<file path="src/rtl/irq_encoder_pkg.sv">
// Shared types and sizing for the interrupt request encoder.
// Round-robin selection is enabled by defining IRQ_ENCODER_RR_EN.
package irq_encoder_pkg;

  localparam int DEF_WIDTH_OUT = 4;
  localparam int DEF_WIDTH_IN  = 2 ** DEF_WIDTH_OUT;

  typedef enum logic {
    IDLE    = 1'b0,
    PRESENT = 1'b1
  } state_e;

endpackage

</file>
<file path="src/rtl/irq_encoder_prio_find.sv">
// Combinational find-first-set starting at a rotation base, wrapping modulo WIDTH_IN.
module prio_find #(
  parameter int WIDTH_OUT = 4,
  parameter int WIDTH_IN  = 2 ** WIDTH_OUT
) (
  input  logic [WIDTH_IN-1:0]  vec_i,
  input  logic [WIDTH_OUT-1:0] base_i,
  output logic [WIDTH_OUT-1:0] idx_o,
  output logic                 found_o
);

  logic [WIDTH_OUT-1:0] pos;

  // Scan from the farthest offset down so the hit nearest to base_i is assigned last.
  always_comb begin
    idx_o   = '0;
    found_o = 1'b0;
    pos     = '0;
    for (int i = WIDTH_IN - 1; i >= 0; i--) begin
      pos = base_i + WIDTH_OUT'(i);
      if (vec_i[pos]) begin
        idx_o   = pos;
        found_o = 1'b1;
      end
    end
  end

endmodule

</file>
<file path="src/rtl/irq_encoder.sv">
// Latches request strobes, picks one eligible source and holds its index until acked.
// Define IRQ_ENCODER_RR_EN for round-robin priority; otherwise lowest index wins.
module irq_encoder
  import irq_encoder_pkg::*;
#(
  parameter int WIDTH_OUT = DEF_WIDTH_OUT,
  parameter int WIDTH_IN  = 2 ** WIDTH_OUT
) (
  input  logic                 clk,
  input  logic                 rst,
  input  logic [WIDTH_IN-1:0]  req,
  input  logic [WIDTH_IN-1:0]  mask,
  input  logic                 ack,
  output logic                 valid,
  output logic [WIDTH_OUT-1:0] idx,
  output logic [WIDTH_IN-1:0]  pending,
  output state_e               state_o
);

  // Handshake: idx is meaningful while valid=1 and stays frozen until the cycle
  // in which ack=1 is sampled; ack while valid=0 is ignored.

  state_e               state_q;
  logic                 valid_q;
  logic [WIDTH_OUT-1:0] idx_q;
  logic [WIDTH_IN-1:0]  pending_q;
  logic [WIDTH_IN-1:0]  pending_d;
  logic [WIDTH_IN-1:0]  elig;
  logic [WIDTH_IN-1:0]  clr;
  logic [WIDTH_OUT-1:0] base;
  logic [WIDTH_OUT-1:0] sel_idx;
  logic                 sel_found;
  logic                 grant_done;

  assign grant_done = ack && (state_q == PRESENT);
  assign clr        = grant_done ? (WIDTH_IN'(1) << idx_q) : '0;
  // A request arriving on the ack edge re-sets the bit being cleared.
  assign pending_d  = (pending_q & ~clr) | req;
  assign elig       = pending_q & mask;

`ifdef IRQ_ENCODER_RR_EN
  logic [WIDTH_OUT-1:0] ptr_q;

  assign base = ptr_q + WIDTH_OUT'(1);

  always_ff @(posedge clk) begin
    if (rst) begin
      ptr_q <= WIDTH_OUT'(WIDTH_IN - 1);
    end else if (grant_done) begin
      ptr_q <= idx_q;
    end
  end
`else
  assign base = '0;
`endif

  prio_find #(
    .WIDTH_OUT (WIDTH_OUT),
    .WIDTH_IN  (WIDTH_IN)
  ) u_prio_find (
    .vec_i   (elig),
    .base_i  (base),
    .idx_o   (sel_idx),
    .found_o (sel_found)
  );

  always_ff @(posedge clk) begin
    if (rst) begin
      state_q   <= IDLE;
      valid_q   <= 1'b0;
      idx_q     <= '0;
      pending_q <= '0;
    end else begin
      pending_q <= pending_d;
      case (state_q)
        IDLE: begin
          if (sel_found) begin
            idx_q   <= sel_idx;
            valid_q <= 1'b1;
            state_q <= PRESENT;
          end
        end
        PRESENT: begin
          if (ack) begin
            valid_q <= 1'b0;
            state_q <= IDLE;
          end
        end
        default: begin
          valid_q <= 1'b0;
          state_q <= IDLE;
        end
      endcase
    end
  end

  assign valid   = valid_q;
  assign idx     = idx_q;
  assign pending = pending_q;
  assign state_o = state_q;

endmodule

</file>
<file path="config.mk">
export PLATFORM = sky130hd
export DESIGN_NAME = irq_encoder
export DESIGN_NICKNAME = d
export VERILOG_FILES = /design/src/rtl/irq_encoder_pkg.sv /design/src/rtl/irq_encoder_prio_find.sv /design/src/rtl/irq_encoder.sv
export SDC_FILE = /design/constraint.sdc
export NUM_CORES = 1
export LEC_CHECK = 0
export BUFFER_PORTS_ARGS = -buffer_cell sky130_fd_sc_hd__buf_2
export CORE_MARGIN = 2
export CORE_UTILIZATION = 30
export DETAILED_ROUTE_END_ITERATION = 7
export GPL_TIMING_DRIVEN = 0
export MAX_ROUTING_LAYER = met4
export PLACE_DENSITY = 0.68
export SYNTH_ARGS = -nofsm -noshare
export SYNTH_HDL_FRONTEND = slang
export SYNTH_SLANG_ARGS = --single-unit
</file>
<file path="constraint.sdc">
create_clock -name clk -period 1.71 [get_ports clk]
set_input_delay 0.342 -clock clk [delete_from_list [all_inputs] [get_ports clk]]
set_output_delay 0.342 -clock clk [all_outputs]
set_load 0.05 [all_outputs]
</file>
## Word-level counts from Yosys, hierarchy flattened

Cells that the tools add are included.

- Flip-flop bits (word level): 22
- Bits of input ports: 35
- Output and inout port bits: 22
- Logic and storage cells: 54

- Equal/unequal tests: 2
- Shift-type cells: 1
- Mux-type cells: 39
- Bitwise gates (word level): 5
- Reductions and logical operators: 3

Operators by type and width:

| kind | number |
|---|---|
| $mux 4 | 16 |
| $and 16x16->16 | 2 |
| $mux 1 | 20 |
| $mux 16 | 1 |
| $not 16->16 | 1 |
| $or 16x16->16 | 1 |
| $shl 1x4->16 const A | 1 |
| $ne 2x2->1 const B | 2 |
| $pmux 1 s2 | 2 |
| $reduce_and 2->1 | 2 |
| $logic_and 1x1->1 | 1 |
| $not 1->1 | 1 |

## Longest topological paths before layout

- Depth in word-level cells: 19
- Mapped depth: 5
- Depth with buffers taken out: 5

## By module

Synthesis repeated with hierarchy kept, for this count alone.

- Cells, all modules: 369
- Area, all modules: 3306.9 um2

By module, submodules not included:

| module | times used | cells each | area an instance (um2) | seq. area each (um2) |
|---|---|---|---|---|
| prio_find | 1 | 257 | 2384.8 | 0.0 |
| irq_encoder | 1 | 112 | 922.1 | 440.4 |

## Worst setup path after synthesis

No wires, ideal clock.

- Path type: flip-flop to flip-flop
- Start point: reg pending_q[12], in the netlist pending[12]
- End point: reg idx_q[1], in the netlist idx[1]
- Library setup time: 0.128 ns
- Arrival: 1.533 ns
- Slack: 0.049 ns
- Cell stages (with the launch flop): 6
- Buffers on the path: 0
- Path through: dfxtp_1 a22o_1 o21ai_0 a21bo_2 a222oi_1 o31ai_1

- Longest elaborated chain between the ends: 15
- Elaborated cells on any way between the ends: 28
- Those cells by class: 26 x mux; 1 x bitwise; 1 x reduce/logical

RTL lines:

| item | line | RTL |
|---|---|---|
| start, declared | irq_encoder.sv:26 | `logic [WIDTH_IN-1:0] pending_q;` |
| start signal, assigned | irq_encoder.sv:74 | `pending_q <= pending_d;` |
| $and 16x16->16 * | irq_encoder.sv:39 | `assign elig = pending_q & mask;` |
| $mux 1 (13 in series) | irq_encoder_prio_find.sv:21 | `if (vec_i[pos]) begin` |
| $reduce_and 2->1 (no source line) | - |  |
| end signal, assigned | irq_encoder.sv:78 | `idx_q <= sel_idx;` |
| end, declared | irq_encoder.sv:25 | `logic [WIDTH_OUT-1:0] idx_q;` |

Mark *: on every way between the ends. The rest lies on a longest branch, timed or not.
A chain may end at the register's enable or synchronous reset.

## Worst setup path in the final report

- Start point: reg pending_q[11], in the netlist pending[11]
- End point: reg idx_q[1], in the netlist idx[1]

- Longest elaborated chain between the ends: 14
- Elaborated cells on any way between the ends: 26
- Those cells by class: 24 x mux; 1 x bitwise; 1 x reduce/logical

RTL lines:

| item | line |
|---|---|
| $and 16x16->16 * | irq_encoder.sv:39 |
| $mux 1 (12 in series) | irq_encoder_prio_find.sv:21 |
| $reduce_and 2->1 (no source line) | - |

Marked as above.

==> results by group <==
Power
  – Logic pwr share: 28.5%
  – P per Cell Area: 969 nW/um^2
  – Flop pwr share: 42.9%
  – Int Pwr: 0.000918 W
  – Switch Pwr: ~0.00050 W
  – Clock share of power: 28.6%
  – Sw frac: 35.0%
  – Tot Pwr: 0.00141 W
  – Maximum vdd drop: 0.000426 V
  – Pleak: 0.686 nW

STA
  – Worst-Margin Slew: slightly above 0.5 ns
  – Final min period: 1.58 ns
  – Slew margin rel.: 66.5%
  – Final setup viols: 0
  – Tcrit/Tclk final: just over 90%
  – Clock skew: 0.00846 ns
  – Final Hold Vio Count: 0
  – Max Slew Vio Count: 0
  – Fmax: approximately 630 MHz
  – RSZ-0062 raised after global routing: no
  – Worst hold margin: 0.228 ns
  – Post-Route Setup TNS: 0 ns

Floorplan
  – Total die area: between 4000 and 5000 sq um
  – I/O pin total: 57
  – Starting density of the core: 31.5%
  – Core Rows: 21
  – Core area: 3360 sq um
  – Die H: 63.5 um
  – DIE WIDTH: 63.5 um

Global route
  – Vias in the first global route: 1,099
  – Initial antenna violation count: 0
  – Grt ovf: 0
  – First-pass GRT wire length: about 5100 um
  – Pin count of the biggest net entering global routing: 14
  – GRT Util Overall: 16.4%

CTS
  – Resize count post-CTS: 0
  – Reg clk slew, reported paths: 0.14 ns
  – Clk root buf: clkbuf_4
  – CTS Buf Count: 3
  – Clock Sink Count: 22
  – Clock insertion delay at the later pin of the skew report: 0.31 ns
  – CTS H-tree depth: 1
  – Bufs on Longest Clock Path: 2
  – CTS tree: yes

Yosys
  – Count of cell types in the netlist: 26
  – Cell taking the most area after synthesis: dfxtp_1
  – Synth top area share: between 40% and 50%
  – Mapped Nets: 168
  – Ranking of synthesized cells by area: dfxtp_1 42%, a21oi_1 9.4%, o21ai_0 6.1%, nand2_1 5.7%, inv_1 5.0%
  – Syn Area/Cell: 7.98 sq um
  – Post-Syn Area: 1060 sq um
  – Synth Warn #: 0
  – Yosys reg bits: 22
  – Sequential-to-total area share from yosys stat: 41.5%
  – Syn Inst Count: between 100 and 150

Final layout
  – Register Area: 440 sq um
  – Core Util, Final: 43.4%
  – Area of the multi-input gates: 561 sq um
  – Nets@finish: 230
  – Fin cells: 240
  – Area grow syn2layout: 37.5%
  – Fill count: 398
  – Fraction of layout cells with a size suffix above 1: 33.0%
  – N_diodes: 0

Worst hold path
  – Min-Delay Path Depth: 3
  – Worst min-delay path class: input pin to flop
  – HP Start: req[0]

Critical path
  – Critical Path RT: 1.92 ns
  – CP Launch Type: flop
  – Critical path origin: pending[11]
  – Max Fanout on Critical Path: 5
  – FF-to-FF path depth: 5
  – Crit. End Element: flop
  – Critical Path AT: approximately 1.8 ns
  – Reg2reg start: pending[11]
  – Critical path type: flop to flop

Detailed routing
  – DRC Markers: 0
  – Initial DRC Count: 34
  – Total wire length: 3160 um
  – Post-route ant nets: 0
  – Drt pass-1 iters: 4
  – Via count: 1,202
  – Vias per Instance: 5.01
  – WL/cell: 13.2 um

Run
  – Max cap viols: 0

Placed design
  – Hpwl dp: roughly 2500 um
  – Placed insts: between 200 and 250
  – IO Port Bufs: 56
  – GP Congestion: 0.884

Run status
  – Outcome: complete, no violations
metrics by stage:
step / cell area [sq um] / setup slack (ns)
final: 1460 / 0.134
after global routing: 1460 / 0.0134
after CTS: 1450 / 0.0691
after detailed placement: 1400 / -0.00603
after global placement: 1400 / -0.000672
after floorplan: 1060 / 0.0485
Yosys cell counts (all sizes together):
library cell	number
o31ai	4
inv	14
nor2	4
nand2	16
nor3	2
a21oi	20
a211oi	2
a31oi	2
a32o	1
a22oi	6
nand2b	4
a222oi	2
nand4	4
nand3b	3
dfxtp	22
o211ai	1
clkbuf	2
a32oi	1
nand4b	2
o21ai	14
nand3	3
a22o	2
a21bo	1
or3	1
power groups by stage:
stage / Clock (W) / Sequential [W] / Combinational, W
finish: 0.000404 / 0.000606 / 0.000403
global route: 0.000436 / 0.000615 / 0.000435
CTS: 0.000412 / 0.000605 / 0.000401
detailed placement: 0 / 0.000616 / 0.000400
global placement: 0 / 0.000616 / 0.000398
floorplan: 0 / 0.000753 / 0.000132
metal layers:
layer | wire length, um | vias to the layer above | GRT usage [%]
li1 | - | 616 | -
met1 | 1490 | 551 | 23.4
met2 | 1470 | 33 | 22.9
met3 | 181 | 2 | 2.68
met4 | 25 | 0 | 7.07
met5 | 0 | - | -
cells by family (layout without fill, tap and decap cells):
| family | count (synthesis) | in the layout | synth area share (%) |
|---|---|---|---|
| and+or+nand+nor | 39 | 39 | 19.1 |
| buffers and inverters | 16 | 77 | 5.66 |
| DFF | 22 | 22 | 41.5 |
| AOI/OAI and AO/OA | 56 | 56 | 33.7 |
final cells by class:
class / instances / area share, %
plain buffers: 2 / 0.515
multi-input cells: 95 / 38.4
flip-flops and latches: 22 / 30.2
clock buffers: 3 / 1.54
clock inverters: 1 / 2.06
repair buffers: 57 / 19.7
well taps: 46 / 3.95
inverters: 14 / 3.60
critical path: stages (launching register included):
cell and delay (ns):
dfxtp_1 0.37, a22oi_1 0.27, o21ai_0 0.15, a21bo_2 0.24, a222oi_1 0.32, o31ai_1 0.13
cells in the final DEF, fill, tap and decap left out, drive strengths merged:
master	instances
a22oi	6
nand4b	2
nor2	4
a31oi	2
a222oi	2
o31ai	4
nand3	3
nand2b	4
a32oi	1
clkbuf	5
a21oi	20
o211ai	1
nand4	4
nand2	16
o21ai	14
nor3	2
bufinv	1
inv	14
or3	1
a211oi	2
dfxtp	22
nand3b	3
a21bo	1
a22o	2
a32o	1
buf	57
timing repair:
item / CTS / global route
buffers inserted: 0 / 1
setup endpoints to repair: 0 / 3
hold buffers: 0 / 0
state kept, by name (all words and copies together), names as in the netlist:
signal   count
pending     16
valid        1
state_o      1
idx          4
path summary, 6_finish.rpt:
check | end | slack, ns
worst max-delay path | idx[1] | 0.13
worst min-delay path | pending[0] | 0.23
worst max register to register | idx[1] | 0.13
worst min register to register | valid | 0.47
(Power assumes the default switching activity.)
